<file path="src/rtl/fmap_write_arbiter.sv">
// fmap_write_arbiter: round-robin share of one BRAM write port among
// N_REQ feature-map capture channels, with per-channel column addressing.
// Ports: clk, rst_n, frame_start, req_valid/req_data/req_ready (channels),
//   bram_addr_a/bram_wrdata_a/bram_we_a (BRAM port A), ch_done, all_done,
//   overrun; stall_cycles/beats only when FMAP_ARB_STATS_EN is defined.
module fmap_write_arbiter #(
  parameter int N_REQ = 4,
  parameter int DATA_W = 192,
  parameter int ADDR_W = 12,
  parameter int COLS = 24,
  parameter logic [ADDR_W-1:0] BASE_ADDR = 12'h000,
  parameter logic [ADDR_W-1:0] CH_STRIDE = 12'h020,
  parameter int HOLD_CYC = 2
) (
  input  logic                    clk,
  input  logic                    rst_n,
  input  logic                    frame_start,
  input  logic [N_REQ-1:0]        req_valid,
  input  logic [N_REQ*DATA_W-1:0] req_data,
  output logic [N_REQ-1:0]        req_ready,
  output logic [ADDR_W-1:0]       bram_addr_a,
  output logic [DATA_W-1:0]       bram_wrdata_a,
  output logic                    bram_we_a,
  output logic [N_REQ-1:0]        ch_done,
  output logic                    all_done,
  output logic                    overrun
`ifdef FMAP_ARB_STATS_EN
  ,
  output logic [31:0]             stall_cycles,
  output logic [15:0]             beats
`endif
);

  localparam int PTR_W = (N_REQ > 1) ? $clog2(N_REQ) : 1;
  localparam int CNT_W = (COLS > 1) ? $clog2(COLS) : 1;
  localparam int HLD_W = (HOLD_CYC > 1) ? $clog2(HOLD_CYC) : 1;

  typedef enum logic {IDLE, WRITE} state_t;

  state_t state, state_nx;

  logic [HLD_W-1:0]  hold_cnt;
  logic [PTR_W-1:0]  rr_ptr;
  logic [CNT_W-1:0]  col_cnt [N_REQ];
  logic [N_REQ-1:0]  done_mask;
  logic [N_REQ-1:0]  elig;
  logic              found;
  logic              arb_slot;
  logic              grant;
  logic              win_last;
  logic              full_q;
  logic [PTR_W-1:0]  win;
  logic [ADDR_W-1:0] win_addr;
  logic [DATA_W-1:0] win_data;

  always_comb begin
    elig = req_valid & ~done_mask;
    found = 1'b0;
    win = '0;
    for (int k = 0; k < N_REQ; k++) begin
      if (!found && elig[(int'(rr_ptr) + k) % N_REQ]) begin
        found = 1'b1;
        win = PTR_W'((int'(rr_ptr) + k) % N_REQ);
      end
    end
    // last hold cycle of a beat doubles as the next arbitration slot
    arb_slot = (state == IDLE) || (hold_cnt == '0);
    grant = arb_slot && found && !frame_start;
    win_data = req_data[int'(win)*DATA_W +: DATA_W];
    win_addr = BASE_ADDR
             + ADDR_W'(win) * CH_STRIDE
             + ADDR_W'(col_cnt[win]);
    win_last = (col_cnt[win] == CNT_W'(COLS - 1));
    req_ready = '0;
    if (grant) req_ready[win] = 1'b1;
  end

  always_comb begin
    state_nx = state;
    unique case (state)
      IDLE:  if (grant) state_nx = WRITE;
      WRITE: if (hold_cnt == '0 && !grant) state_nx = IDLE;
      default: state_nx = IDLE;
    endcase
  end

  assign bram_we_a = (state == WRITE);

  always_ff @(posedge clk or negedge rst_n) begin
    if (!rst_n) begin
      state <= IDLE;
      hold_cnt <= '0;
      rr_ptr <= '0;
      done_mask <= '0;
      for (int i = 0; i < N_REQ; i++) col_cnt[i] <= '0;
      bram_addr_a <= BASE_ADDR;
      bram_wrdata_a <= '0;
      ch_done <= '0;
      all_done <= 1'b0;
      full_q <= 1'b0;
      overrun <= 1'b0;
    end else begin
      state <= state_nx;
      ch_done <= '0;
      if (grant) begin
        hold_cnt <= HLD_W'(HOLD_CYC - 1);
        bram_addr_a <= win_addr;
        bram_wrdata_a <= win_data;
        rr_ptr <= (int'(win) == N_REQ - 1) ? '0 : win + 1'b1;
        if (win_last) begin
          col_cnt[win] <= '0;
          done_mask[win] <= 1'b1;
          ch_done[win] <= 1'b1;
        end else begin
          col_cnt[win] <= col_cnt[win] + 1'b1;
        end
      end else if (state == WRITE && hold_cnt != '0) begin
        hold_cnt <= hold_cnt - 1'b1;
      end
      if (frame_start) begin
        for (int i = 0; i < N_REQ; i++) col_cnt[i] <= '0;
        done_mask <= '0;
        rr_ptr <= '0;
      end
      // rising edge of the full mask gives one pulse per frame
      full_q <= &done_mask;
      all_done <= (&done_mask) && !full_q;
      if (|(req_valid & done_mask) && !frame_start) overrun <= 1'b1;
    end
  end

`ifdef FMAP_ARB_STATS_EN
  always_ff @(posedge clk or negedge rst_n) begin
    if (!rst_n) begin
      stall_cycles <= '0;
      beats <= '0;
    end else if (frame_start) begin
      stall_cycles <= '0;
      beats <= '0;
    end else begin
      if (|elig && !grant && stall_cycles != '1)
        stall_cycles <= stall_cycles + 1'b1;
      if (grant) beats <= beats + 1'b1;
    end
  end
`endif

endmodule

</file>
<file path="config.mk">
export PLATFORM = sky130hd
export DESIGN_NAME = fmap_write_arbiter
export DESIGN_NICKNAME = d
export VERILOG_FILES = /design/src/rtl/fmap_write_arbiter.sv
export SDC_FILE = /design/constraint.sdc
export NUM_CORES = 1
export LEC_CHECK = 0
export ABC_AREA = 1
export CORE_AREA = 4 4 385 387
export DETAILED_ROUTE_END_ITERATION = 8
export DIE_AREA = 0 0 389 391
export PLACE_DENSITY = 0.37
export SYNTH_ARGS = -nofsm -noshare
export SYNTH_HDL_FRONTEND = slang
export SYNTH_SLANG_ARGS = --single-unit
</file>
<file path="constraint.sdc">
create_clock -name clk -period 3.8 [get_ports clk]
set_input_delay 0.57 -clock clk [delete_from_list [all_inputs] [get_ports clk]]
set_output_delay 0.57 -clock clk [all_outputs]
set_load 0.05 [all_outputs]
</file>
==> results.toml, run 1 <==
[run_status]
status = "finished clean"

[timing]
hold_viol = 0
finalSetupViolations = 0
postLayoutSetupSlackWorst_ns = 0.252
fin_skew_ns = 0.0177
max_clock_freq_ghz = 0.282
worst_pin_slew_ns = 1.01
report.final.slew_viol_count = 0
fin_hold_ws_ns = 0.399
timing.final.crit_share_pct = 93.4
slew_headroom_pct = 32.6
timing.final.crit_period_ns = 3.55
tns_ns = 0
rsz0062_at_grt = "no"

[cts]
numClockSinks = 234
clk_pin_slew_worst_paths_ns = 0.06
cts_setup_buffers = 0
cts_buffers = 38
insertion_delay_ns = 0.58
cts_tree = "yes"
cts_buffer_depth = 3
h-tree-depth = 2
cts-root-buf = "clkbuf_16"

[layout]
nFillCells = 16200
nets = 3710
area_growth_pct = 89.4
drive_gt1_share_pct = 10.4

[floorplan]
initial_core_util_pct = 10.6
rows = 140
die_y_um = 391
die_area_mm2 = 0.152
core_region_area_mm2 = 0.145
dieWidth_um = 389
boundaryPins = 990

[global_routing]
grt_overflow = 0
grt_pass1_vias = 18700
track_usage_pct = 14.5
grt_max_degree = 111
grt_pass1_wl_um = 156000
antenna_found_initial = 63

[hold_path]
holdCritPathClass = "flop to flop"
min_path_cells = 1
min_from = "full_q"

[setup_path]
start_kind = "flop"
setup.worst_path.end_class = "output pin"
r2r-end = "bram_wrdata_a[149]"
critical_path_required_ns = 3.23
cp-startpoint = "rr_ptr[0]"
crit_arrival_ns = 2.98
cp_max_fo = 9
r2r-start = "rr_ptr[0]"
ff2ff_setup_slack_ns = 0.65
crit_end = "req_ready[0]"
rr_worst_depth = 12
crit_type = "flop to output pin"

[synth]
yosysSeqAreaShare_pct = 38.0
yosysTopAreaCell = "dfrtp_1"
synth_area_leaders = "dfrtp_1 38%, o211ai_1 12%, nand2_1 10%, nand3_1 7.2%, or2_2 5.1%"
async_flop_share_pct = 100
synth_top_area_share_pct = 38.0
syn-instance-count = 1990
ys_warn_count = 0
ys_ff_latch = 234
ys_types = 36
synth_edf_count = 0
yosysMostFrequentCell = "nand2_1"
synth_area_mm2 = 0.0154
synthFlopType = "dfrtp_1"
synth.avg_cell_area_um2 = 7.74
synthTopCellsByCount = "421 x nand2_1, 246 x o211ai_1, 234 x dfrtp_1"

[drt]
detail-route-antenna-nets = 0
drt-pass1-iter-count = 5
wl_met1_um = 49700
first_iter_violations = 1121
wl_met2_um = 54600
vias_per_cell = 3.79
remaining_drc_errors = 0
route.met3.wl_um = 9690
finalWirelength_um = 117000
wl_per_cell_um = 23.9
vias = 18600
top_layer_used = "met5"

[placed_design]
dp_hpwl_um = 94100
portBuffers = 984
gp_congestion = 0.855
dpl_worst_slack_ns = 0.155

[power_and_ir_drop]
p_leak_nw = 11.2
vdd_ir_drop_max_mv = 0.645
p_per_area_mw_per_mm2 = 936
total_power_mw = 27.3

[run]
cap_viol_max_count = 0
flip-flops by register name, summed over array words and instances (netlist names):
name,flops
bram_wrdata_a,192
hold_cnt,1
bram_addr_a,7
all_done,1
rr_ptr,2
bram_we_a,1
ch_done,4
col_cnt,20
done_mask,4
full_q,1
overrun,1
logic make-up after synthesis:
kind of cell	synth area share [%]
AO/OA/AOI/OAI	21.9
adder cells (fa/ha/maj)	0.406
buffers and inverters	6.31
flip-flops	38.0
multiplexers	1.88
other	0.0243
AND/OR/NAND/NOR	31.5
how the worst min path moves through the flow:
| stage | end | slack, ns |
|---|---|---|
| after floorplan | all_done | 0.27 |
| after global placement | all_done | 0.40 |
| final | all_done | 0.40 |
| after global routing | all_done | 0.41 |
| after CTS | all_done | 0.40 |
| after detailed placement | all_done | 0.40 |
final cells by class:
class                      count  area [µm²]  area share, %
antenna                       32        80.1          0.274
clock buffer                  56        1120           3.83
clock inverter                11         174          0.596
inverter                      30         138          0.472
multi-input combinational   1560        8630           29.6
sequential                   234        5860           20.1
tap                         1917        2400           8.22
timing repair buffer        1066       10800           37.0
layer usage:
metal | global-route usage [%] | vias up
li1 | - | 8807
met1 | 18.6 | 8912
met2 | 22.9 | 705
met3 | 4.71 | 128
met4 | 5.29 | 18
met5 | 0 | -
where the power goes:
group | internal [mW] | switching [mW]
combinational | 6.59 | 12.5
sequential | 3.69 | 0.763
clock | 2.31 | 1.47
metrics by stage:
step	utilization (%)	instance area, µm²	cells
after floorplan	-	15400	1994
after global placement	19.2	27800	4806
after detailed placement	19.2	27800	4806
after CTS	20.1	29100	4874
after global routing	20.1	29200	4896
final	20.1	29200	4906
critical path: stages (launching register included):
cell and delay, ns:
dfrtp_2 0.54, clkinv_8 0.12, nand3_2 0.10, nand3_1 0.08, nand2_2 0.14, nand4_1 0.21, nand3_4 0.21, buf_4 0.23
ha_2 0.27, clkinv_1 0.10, nor2_1 0.22, buf_12 0.17
placed cells by master (no fill, tap or decap), drive strengths merged, types with 4 or more instances in the layout:
cell type and count:
ha 5, dfrtp 234, o21a 54, clkdlybuf4s50 979
clkbuf 56, nor2 130, nand2 433, nand3b 5
o22ai 5, nand4 6, clkinv 10, diode 32
bufinv 4, mux2i 29, o21bai 57, o21ai 132
nor3 5, nand3 232, or2 214, buf 86
o211ai 246, inv 27, conb 5
timing repair:
item                                    CTS  global route
pin swaps                                 0             0
gates resized for setup                   1             3
endpoints found under the hold margin    22             0
endpoints found under the setup margin    2             2
gates cloned                              0             0
hold buffers                              1             0
No activity file was read; power rests on OpenSTA's default activity.
==> run 2, diff against run 1 <==
GPL_TIMING_DRIVEN = 0   (was default)
PLACE_DENSITY = default   (was 0.37)
PLACE_DENSITY_LB_ADDON = 0.2   (was default)
==> results.toml, run 2 (synthesis gave the netlist of run 1 again) <==
[global_routing]
grt_pass1_wl_um = 177000
grt_overflow = 0
grt_pass1_vias = 19600
grt_max_degree = 90
antenna_found_initial = 52
track_usage_pct = 16.9

[layout]
largest-register = "bram_wrdata_a"
drive_gt1_share_pct = 12.1
final_common_cell = "clkdlybuf4s50_1"
area_growth_pct = 92.3
top_regs = "bram_wrdata_a x192, col_cnt x20, bram_addr_a x7"
largest_reg_flops = 192
nFillCells = 16300
layout_common_cells = "978 x clkdlybuf4s50_1, 418 x nand2_1, 246 x o211ai_1"
nets = 3834

[drt]
first_iter_violations = 1147
vias_per_cell = 3.89
remaining_drc_errors = 0
wl_per_cell_um = 27.2
detail-route-antenna-nets = 0
finalWirelength_um = 136000
vias = 19500
drt-pass1-iter-count = 5

[timing]
slew_headroom_pct = 8.00
report.final.slew_viol_count = 0
max_clock_freq_ghz = 0.274
hold_viol = 0
worst_pin_slew_ns = 1.38
fin_skew_ns = 0.0206
postLayoutSetupSlackWorst_ns = 0.150
finalSetupViolations = 0
timing.final.crit_share_pct = 96.1
timing.final.crit_period_ns = 3.65

[power_and_ir_drop]
p_leak_nw = 11.5
vdd_ir_drop_max_mv = 0.434
p_per_area_mw_per_mm2 = 1010
total_power_mw = 30.1

[cts]
cts_tree = "yes"
insertion_delay_ns = 0.58
h-tree-depth = 2
cts-root-buf = "clkbuf_16"
cts_buffers = 40
numClockSinks = 234
clk_pin_slew_worst_paths_ns = 0.06
cts_buffer_depth = 3

[setup_path]
critical_path_required_ns = 4.27
start_kind = "input port"
cp_max_fo = 10
ff2ff_setup_slack_ns = 0.19
setup.worst_path.end_class = "flop"
crit_type = "input port to flop"
crit_arrival_ns = 4.12

[floorplan]
rows = 140
boundaryPins = 990
dieWidth_um = 389
initial_core_util_pct = 10.6
die_area_mm2 = 0.152
core_region_area_mm2 = 0.145
die_y_um = 391

[placed_design]
dp_hpwl_um = 112000
dpl_worst_slack_ns = -2.64
gp_congestion = 0.868
portBuffers = 983

[run_status]
status = "finished clean"

[hold_path]
holdCritPathClass = "input port to flop"

[run]
cap_viol_max_count = 0
run 2: cell types whose count changed in the layout (fill, tap and decap cells not counted), moves of 4 or more:
cell,before,now
clkinv_1,4,0
clkbuf_1,8,85
buf_1,0,6
buf_6,0,11
buf_8,1,5
buf_2,0,43
buf_4,59,55
diode_2,32,11
buf_16,0,4
clkbuf_16,38,42
buf_12,26,4
clkinv_2,4,10
ha_4,0,4
run 2: final cells by class:
cell class | instances | area (µm²) | share of cell area (%)
inverters | 30 | 174 | 0.587
multi-input cells | 1560 | 8710 | 29.4
repair inverters | 1 | 8.76 | 0.0296
diodes | 11 | 27.5 | 0.0929
repair buffers | 1019 | 10200 | 34.3
flip-flops and latches | 234 | 5860 | 19.8
well taps | 1917 | 2400 | 8.09
plain buffers | 168 | 982 | 3.31
clock buffers | 59 | 1190 | 4.03
clock inverters | 15 | 120 | 0.405
run 2: layer usage:
metal | wire, µm | share of wire, % | up-vias | track usage [%]
li1 | - | - | 9036 | -
met1 | 58300 | 43 | 9514 | 21.7
met2 | 64100 | 47 | 823 | 28.1
met3 | 11000 | 8.1 | 143 | 5.16
met4 | 2800 | 2.1 | 10 | 3.47
met5 | 69 | 0.051 | - | 0
run 2: worst paths after layout:
path,startpoint,endpoint,depth (start not counted)
max,req_valid[1],bram_wrdata_a[106],12
min,frame_start,done_mask[3],2
min reg2reg,full_q,all_done,1
max in group asynchronous,rst_n,bram_wrdata_a[49],3
max reg2reg,rr_ptr[0],bram_wrdata_a[106],14
min in group asynchronous,rst_n,bram_wrdata_a[42],2
run 2: report_power, final:
| group | internal, mW | switching (mW) | leakage (nW) |
|---|---|---|---|
| Clock | 2.25 | 1.54 | 0.650 |
| Sequential | 3.69 | 0.736 | 2.85 |
| Combinational | 6.99 | 14.9 | 7.96 |
| Total | 12.9 | 17.1 | 11.5 |
run 2: critical path: stages:
cell and delay [ns]:
clkdlybuf4s50_1 0.55, nand3_1 0.16, nand3_1 0.13, nand2_2 0.10
nand4_1 0.20, buf_6 0.19, nand2_2 0.10, nor2_4 0.21
buf_2 0.35, buf_1 0.87, nand3_1 0.45, o21a_1 0.22
run 2: repair_timing:
action / CTS / global route
hold endpoints to repair: 3 / 0
cloned: 0 / 2
setup endpoints to repair: 108 / 21
setup buffers: 12 / 20
hold buffers: 1 / 0
pin swaps: 4 / 7
resized for setup: 106 / 18
run 2: per-stage QoR:
stage,util (%),hold slack [ns],cell area [µm²],setup TNS [ns],std cells
6_report,20.5,0.276,29600,0,5014
5_1_grt,20.4,0.231,29600,-0.00104,5005
4_1_cts,20.3,0.205,29400,-0.0124,4982
3_5_place_dp,19.1,0.393,27700,-145.57,4896
3_3_place_gp,19.1,0.405,27700,-2673.75,4894
2_1_floorplan,-,0.274,15400,0,1994
==> run 3, diff against run 2 <==
PLACE_DENSITY_LB_ADDON = 0.05   (was 0.2)
==> results.toml, run 3 (synthesis gave the netlist of run 1 again) <==
[placed_design]
dp_hpwl_um = 117000
portBuffers = 983
gp_congestion = 0.868

[drt]
detail-route-antenna-nets = 0
first_iter_violations = 965
wl_per_cell_um = 28.1
vias_per_cell = 3.88
drt-pass1-iter-count = 5
remaining_drc_errors = 0
finalWirelength_um = 141000
vias = 19500

[cts]
cts-root-buf = "clkbuf_16"
cts_buffer_depth = 3
insertion_delay_ns = 0.61
cts_tree = "yes"
clk_pin_slew_worst_paths_ns = 0.05
numClockSinks = 234
h-tree-depth = 2
cts_buffers = 42

[global_routing]
grt_max_degree = 88
grt_pass1_wl_um = 186000
antenna_found_initial = 58
grt_pass1_vias = 20700
grt_overflow = 0
track_usage_pct = 17.7

[setup_path]
path_cells = "buf_6 > clkinv_8 > nand2_1 > nand2_2 > nand3_2 > nand2_4 > nand4_1 > nand3_4 > buf_12 > clkinvlp_4 > buf_12 > buf_16 > buf_16 > ha_4 > clkinv_8 > nor2_2 > buf_6"
cp_max_fo = 9
critical_path_required_ns = 3.23
crit_arrival_ns = 3.04
cpMaxStageDelayCell = "dfrtp_1"
setup.worst_path.end_class = "output pin"
cp-startpoint = "rr_ptr[0]"
crit_type = "flop to output pin"
rr_worst_depth = 17
start_kind = "flop"
cpPeakStageDelay_ns = 0.37
r2r-start = "rr_ptr[0]"

[power_and_ir_drop]
p_leak_nw = 11.5
swShare_pct = 56.2
power.switching_mw = 16.8
clkPwrFrac_pct = 13.5
total_power_mw = 29.8
intPower_mw = 13.1
p_per_area_mw_per_mm2 = 1000
vdd_ir_drop_max_mv = 0.328
combPwrFrac_pct = 71.8
power_frac_seq_pct = 14.7

[timing]
worst_pin_slew_ns = 1.27
timing.final.crit_share_pct = 95.0
finalSetupViolations = 0
report.final.slew_viol_count = 0
hold_viol = 0
timing.final.crit_period_ns = 3.61
rsz0062_at_grt = "no"
max_clock_freq_ghz = 0.277
slew_headroom_pct = 15.0
fin_skew_ns = 0.0415

[floorplan]
initial_core_util_pct = 10.6
dieWidth_um = 389
boundaryPins = 990
die_area_mm2 = 0.152
core_region_area_mm2 = 0.145
die_y_um = 391
rows = 140

[run_status]
status = "finished clean"

[layout]
post-route-util_pct = 20.5
top_regs = "bram_wrdata_a x192, col_cnt x20, bram_addr_a x7"
final_common_cell = "clkdlybuf4s50_1"
nets = 3830
layout_common_cells = "978 x clkdlybuf4s50_1, 419 x nand2_1, 246 x o211ai_1"
largest_reg_flops = 192
area_growth_pct = 92.8
drive_gt1_share_pct = 11.8
largest-register = "bram_wrdata_a"

[run]
cap_viol_max_count = 0

[hold_path]
min_path_cells = 2
min_from = "frame_start"
holdCritPathClass = "input port to flop"
## run 3: power by group through the flow
stage | logic (mW) | registers [mW] | clock network (mW)
after floorplan | 8.14 | 7.92 | 0
after global placement | 21.1 | 4.41 | 0
after detailed placement | 21.1 | 4.40 | 0
after CTS | 21.8 | 4.40 | 4.27
after global routing | 23.2 | 4.52 | 4.32
final | 21.4 | 4.39 | 4.03
## run 3: final timing paths
| check | to | slack [ns] |
|---|---|---|
| worst max-delay path | req_ready[1] | 0.19 |
| worst max register to register | bram_wrdata_a[128] | 0.28 |
| worst min register to register | all_done | 0.41 |
| min in group asynchronous | bram_wrdata_a[123] | 0.53 |
| max in group asynchronous | bram_wrdata_a[157] | 2.14 |
| worst min-delay path | done_mask[2] | 0.27 |
## run 3: per-stage QoR
step | cells | setup slack, ns | area [µm²] | TNS (ns) | hold slack (ns)
after global placement | 4894 | -11.15 | 27700 | -2691.96 | 0.405
final | 5015 | 0.189 | 29700 | 0 | 0.267
after detailed placement | 4896 | -2.51 | 27700 | -100.49 | 0.417
after CTS | 4985 | -0.000878 | 29500 | -0.000878 | 0.182
after global routing | 5004 | 0.000212 | 29700 | 0 | 0.230
after floorplan | 1994 | 0.164 | 15400 | 0 | 0.274
## run 3: worst max-delay path: cells and delay by family, from the launching register on
kind                     cells  cell delay [ns]
flip-flops                   1             0.37
AND/OR/NAND/NOR              7             0.75
buffers and inverters        9             1.07
adder cells (fa/ha/maj)      1             0.18
## run 3: per-layer routing
layer | part of all wire, % | global-route usage [%]
met1 | 41 | 21.3
met4 | 1.6 | 3.09
met5 | 0.097 | 0
met3 | 6.1 | 4.24
met2 | 51 | 32.2
## run 3: layout make-up
class	count	area, µm²
Antenna cell	15	37.5
Sequential cell	234	5860
Buffer	168	988
Fill cell	16100	115000
Clock buffer	68	1300
Multi-Input combinational cell	1560	8700
Timing Repair Buffer	1014	10200
Inverter	30	171
Clock inverter	9	114
Tap cell	1917	2400
## run 3: timing repair
item	4_1_cts	5_1_grt
pin swaps	4	5
gates cloned	0	1
hold endpoints to repair	62	0
gates resized for setup	90	18
setup endpoints to repair	35	30
buffers inserted	13	14
hold buffers	1	0
==> patch 1 (config.mk and constraints of run 1) <==
The option `FMAP_ARB_STATS_EN` is turned on by a define.
--- a/src/rtl/fmap_write_arbiter.sv
+++ b/src/rtl/fmap_write_arbiter.sv
@@ -3,6 +3,8 @@
 // Ports: clk, rst_n, frame_start, req_valid/req_data/req_ready (channels),
 //   bram_addr_a/bram_wrdata_a/bram_we_a (BRAM port A), ch_done, all_done,
 //   overrun; stall_cycles/beats only when FMAP_ARB_STATS_EN is defined.
+`define FMAP_ARB_STATS_EN
+
 module fmap_write_arbiter #(
   parameter int N_REQ = 4,
   parameter int DATA_W = 192,
New outputs: beats and stall_cycles. Function: not settled (the Yosys comparison gave no result); the edit may change what the design does.
==> patch 1 against run 1 <==
- routed wire length increased by 18%
- area after synthesis is 11% higher
- highest routed layer unchanged
- power up 2.2%
- clock skew rose by 0.0056 ns
- critical path depth grew 2
- worst setup slack gained 0.0094 ns
- sequential power rose by 13%
- final area is 7.5% higher
- sequential cell count grew 48
- largest power group unchanged
==> patch 1: results (changes against run 1) <==
[place]
io_buffers = 1032  ; +4.9%
dpl_cell_area_mm2 = 0.0298  ; +7.3%

[finish]
diodes = 39  ; +22%
inv_count = 80  ; +170%
nNetsFinal = 4151  ; +12%
fin_area_mm2 = 0.0314  ; +7.5%
multi_input_area_mm2 = 0.00891  ; +3.2%
final.fill_count = 16300  ; +0.72%
seq_share = 0.225  ; +0.0242
reg.largest.list = bram_wrdata_a x192, stall_cycles x32, col_cnt x20
clkbuf_count = 67  ; +20%
comb.multi_input.count = 1855  ; +19%
buffer_area_frac = 0.355  ; -0.0148
clk_share = 0.0466  ; +0.00236

[run_status]
status = finished, final reports clean

[synth]
synthMuxAreaShare = 0  ; -0.0188
synth.area.top_cells = dfrtp_1, nand2_1, o21ai_0, nor2_1, o221ai_1
yosys-top-cells-count = nand2_1, nor2_1, o21ai_0
synth_seq_cells = 282  ; +21%
yosys.area_share.adder = 0.00514  ; +0.00108
synth-compound-area-share = 0.231  ; +0.0120
ys_types = 47  ; +31%

[power_and_ir_drop]
swShare = 0.552  ; +0.0124
p_leak_nw = 12.4  ; +10%
clock_power_share = 0.154  ; +0.016
p_comb_mw = 18.6  ; -3%
clk-power_mw = 4.29  ; +14%
irDropWorstVdd_mv = 0.514  ; -20%

[sta]
worstMarginPinSlew_ns = 0.859  ; -0.149 ns
timing.hold.ws_ns = 0.0290  ; -0.370 ns
clock_skew_ns = 0.0234  ; +0.00565 ns

[worst_setup_path]
cp.arrival_ns = 2.97  ; about the same
ff2ff_setup_slack_ns = 0.67  ; +0.02 ns
max_stage_delay_ns = 0.49  ; -0.05 ns
crit_fanout = 26  ; +17

[grt]
grt_pass1_wl_um = 185000  ; +18%
grt_pass1_vias = 22200  ; +19%

[detailed_routing]
firstDrtPassIters = 6  ; +1
vias_per_cell = 4.10  ; +8.3%
initialDrtViolationCount = 1380  ; +23%

[clock_network]
cts_buffers = 45  ; +18%
worstSkewPairLatency_ns = 0.61  ; +0.03 ns

patch 1: changes by cell type after synthesis, moves of 56 or more:
cell	delta
nand2_1	+138
or2_2	-125
o221ai_1	+115
o21ai_0	+291
nor2_1	+323
nand3_1	-152
o211ai_1	-246
o22ai_1	+73
or2_1	-56
patch 1: logic make-up (layout without fill, tap and decap cells):
kind of cell	count (synthesis)	count (layout)
adders and majority gates	7	7
and+or+nand+nor	1168	1168
DFF	282	282
buffers and inverters	264	1264
xor gates and xnor gates	4	4
other	1	44
AOI/OAI and AO/OA	671	671
patch 1: worst paths after layout:
check,start,to,cells past startpoint
min in group clk,full_q,all_done,1
setup / recovery,rr_ptr[0],req_ready[3],13
max in group asynchronous,rst_n,bram_wrdata_a[125],2
hold reg to reg,full_q,all_done,1
hold / removal,rst_n,stall_cycles[15],1
setup reg to reg,rr_ptr[0],col_cnt[12],21
patch 1: metal layers:
layer	routed length (um)	vias to the layer above	track usage
met5	448	-	0
met4	5070	72	0.0696
met3	13200	234	0.0702
met2	65300	836	0.278
met1	54400	10600	0.204
li1	-	10200	-
patch 1: per-stage QoR:
step | worst slack (ns) | total power [mW] | instances
global placement | 0.131 | 23.9 | 5239
detailed placement | 0.0858 | 23.9 | 5239
floorplan | 0.262 | 15.8 | 2401
finish | 0.261 | 27.9 | 5357
global route | 0.00950 | 29.9 | 5341
CTS | 0.0509 | 28.4 | 5318
patch 1: repair_timing:
| item | CTS | global route |
|---|---|---|
| pin swaps | 0 | 0 |
| hold endpoints to repair | 0 | 0 |
| setup endpoints to repair | 1 | 2 |
| gates resized for setup | 1 | 3 |
==> patch 2 (settings of run 1) <==
Without the edit above. Put one more register stage on the output `overrun`, cleared by the reset. The value now appears one clock later. The other outputs are not delayed to match. Comments in the files are not updated.
--- a/src/rtl/fmap_write_arbiter.sv
+++ b/src/rtl/fmap_write_arbiter.sv
@@ -36,6 +36,8 @@
   localparam int HLD_W = (HOLD_CYC > 1) ? $clog2(HOLD_CYC) : 1;
 
   typedef enum logic {IDLE, WRITE} state_t;
+
+  logic overrun_s0;
 
   state_t state, state_nx;
 
@@ -98,7 +100,7 @@
       ch_done <= '0;
       all_done <= 1'b0;
       full_q <= 1'b0;
-      overrun <= 1'b0;
+      overrun_s0 <= 1'b0;
     end else begin
       state <= state_nx;
       ch_done <= '0;
@@ -125,7 +127,7 @@
       // rising edge of the full mask gives one pulse per frame
       full_q <= &done_mask;
       all_done <= (&done_mask) && !full_q;
-      if (|(req_valid & done_mask) && !frame_start) overrun <= 1'b1;
+      if (|(req_valid & done_mask) && !frame_start) overrun_s0 <= 1'b1;
     end
   end
 
@@ -145,5 +147,13 @@
   end
 `endif
 
+  always_ff @(posedge clk or negedge rst_n) begin
+    if (!rst_n) begin
+      overrun <= '0;
+    end else begin
+      overrun <= overrun_s0;
+    end
+  end
+
 endmodule
 
Function: not settled (the Yosys comparison gave no result); the edit may change what the design does.
==> patch 2 against run 1 <==
- sequential cell count rose by 1
- sequential share of layout area grew 0.23 points
- highest routed layer unchanged
- count of clock-buffer cells in the layout decreased by 2
- power fell by 1.1%
- first-iteration DRC count decreased by 19%
- via count decreased by 3.6%
- non-clock buffer count decreased by 10
- area after synthesis grew 0.19%
- final area down 0.69%
- die area unchanged
- worst setup slack got worse by 0.021 ns
- routed wire length shrank 4.6%
- critical path depth increased by 1
==> patch 2: results (changes against run 1) <==
[worst_setup_path]
cp-startpoint = rr_ptr[0]
reg2reg_from = rr_ptr[1]
crit_family = simple AND/OR/NAND/NOR gates
max_stage_delay_ns = 0.50  ; -0.04 ns
reg2regPathDepth = 22  ; +10
cp.arrival_ns = 3.00  ; +0.02 ns
crit_fanout = 18  ; +9
cpMaxStageDelayCell = dfrtp_2

[detailed_routing]
vias = 17900  ; -3.6%
initialDrtViolationCount = 910  ; -19%
firstDrtPassIters = 5  ; unchanged
drt-total-wl_um = 112000  ; -4.6%

[synth]
ys_seq_area_frac = 0.381  ; +0.000882
yosys_warnings = 0  ; unchanged
yosys-top-cells-count = nand2_1, o211ai_1, dfrtp_1
ys_types = 41  ; +14%
synthFlopType = dfrtp_1
synth-xor-area-share = 0  ; unchanged
synth-async-reset-ratio = 1.00  ; unchanged
synth-compound-area-share = 0.218  ; -0.00156
yosys.area_share.adder = 0.00405  ; -0.00000789
synthMuxAreaShare = 0.0830  ; +0.0641
synth.area.top_cells = dfrtp_1, o211ai_1, nand2_1, mux2i_1, o21ai_0

[finish]
nNetsFinal = 3636  ; -2.0%
reg.largest.list = bram_wrdata_a x192, col_cnt x20, bram_addr_a x7
drive_above_1_share = 0.0760  ; -0.0285
final.fill_count = 16200  ; +0.17%

[sta]
setup-tns-final_ns = 0  ; unchanged
clock_skew_ns = 0.0184  ; +0.000628 ns
relSlewSlack = 0.380  ; +0.0545
setup_viol = 0  ; unchanged
finalCritPeriodShare = 0.939  ; +0.00541

[clock_network]
clkSlewWorstSetupHoldPaths_ns = 0.05
cts_setup_buffers = 0  ; unchanged
clock-root-buffer = clkbuf_16
cts_buffers = 37  ; -2.6%
worstSkewPairLatency_ns = 0.58  ; about the same
cts_htree_levels = 2  ; unchanged
cts_max_path_buffers = 3  ; unchanged

[power_and_ir_drop]
irDropWorstVdd_mv = 0.548  ; -15%
p_leak_nw = 11.4  ; +1.6%

[place]
dp_hpwl_um = 89500  ; -5.0%
routabilityCongestion = 0.839  ; -1.9%
io_buffers = 984  ; unchanged

[grt]
grt_max_degree = 107  ; -3.6%
grt_pass1_wl_um = 150000  ; -4.2%
antenna_found_initial = 39  ; -38%
grtUsageTotal = 0.139  ; -0.00660

[run_status]
status = finished, final reports clean

[hold_path]
hold_path.class = input pin to asynchronous set/reset pin

-- patch 2: cell count changes after synthesis, sizes merged, moves of 13 or more --
cell | run 1 | this run
nand3 | 232 | 112
or2 | 214 | 114
nor2 | 130 | 151
inv | 25 | 48
nand2 | 433 | 446
mux2i | 29 | 128
-- patch 2: cells by family (layout without fill, tap and decap cells) --
group	count (synthesis)	in the layout
AO/OA/AOI/OAI	494	494
adder cells (fa/ha/maj)	5	5
buffers and inverters	209	1170
flip-flops	235	235
multiplexers	128	128
other	1	29
AND/OR/NAND/NOR	845	845
-- patch 2: routing by layer --
metal	part of all wire	up-vias	GRT usage
met5	0.00062	-	0
met4	0.023	10	0.0432
met3	0.070	104	0.0429
met2	0.50	587	0.240
met1	0.40	8647	0.164
li1	-	8554	-
-- patch 2: where the power goes --
part / internal (mW) / switching (mW)
clock network: 2.15 / 1.47
logic: 6.53 / 12.4
registers: 3.70 / 0.759
total: 12.4 / 14.7
-- patch 2: path summary, 6_finish.rpt --
path                                           to  slack (ns)
worst max register to register        col_cnt[15]        0.65
worst max-delay path                 req_ready[0]        0.23
min in group clk                          overrun        0.38
worst min-delay path                       full_q        0.03
max in group asynchronous       bram_wrdata_a[26]        2.90
worst min register to register            overrun        0.38
-- patch 2: what timing repair did --
action	4_1_cts	5_1_grt
pin swaps	0	0
endpoints found under the setup margin	2	2
gates resized for setup	1	2
-- patch 2: final cells by class --
type	instances	area [um^2]	share of cell area
Timing Repair Buffer	1056	10600	0.367
Multi-Input combinational cell	1477	8570	0.296
Sequential cell	235	5880	0.203
Tap cell	1917	2400	0.0828
Clock buffer	54	1100	0.0379
Inverter	49	201	0.00695
Clock inverter	11	135	0.00466
Antenna cell	24	60.1	0.00207
-- patch 2: stage by stage --
stage               hold slack (ns)  setup slack (ns)  cell area [um^2]  total power [mW]  cells
floorplan                     0.274             0.109             15500              16.1   1921
global placement              0.360             0.185             27700              23.8   4734
detailed placement            0.382             0.177             27700              23.7   4734
CTS                          0.0499            0.0628             28900              27.6   4799
global route                 0.0759            0.0233             29000              28.9   4817
finish                       0.0307             0.231             29000              27.0   4823
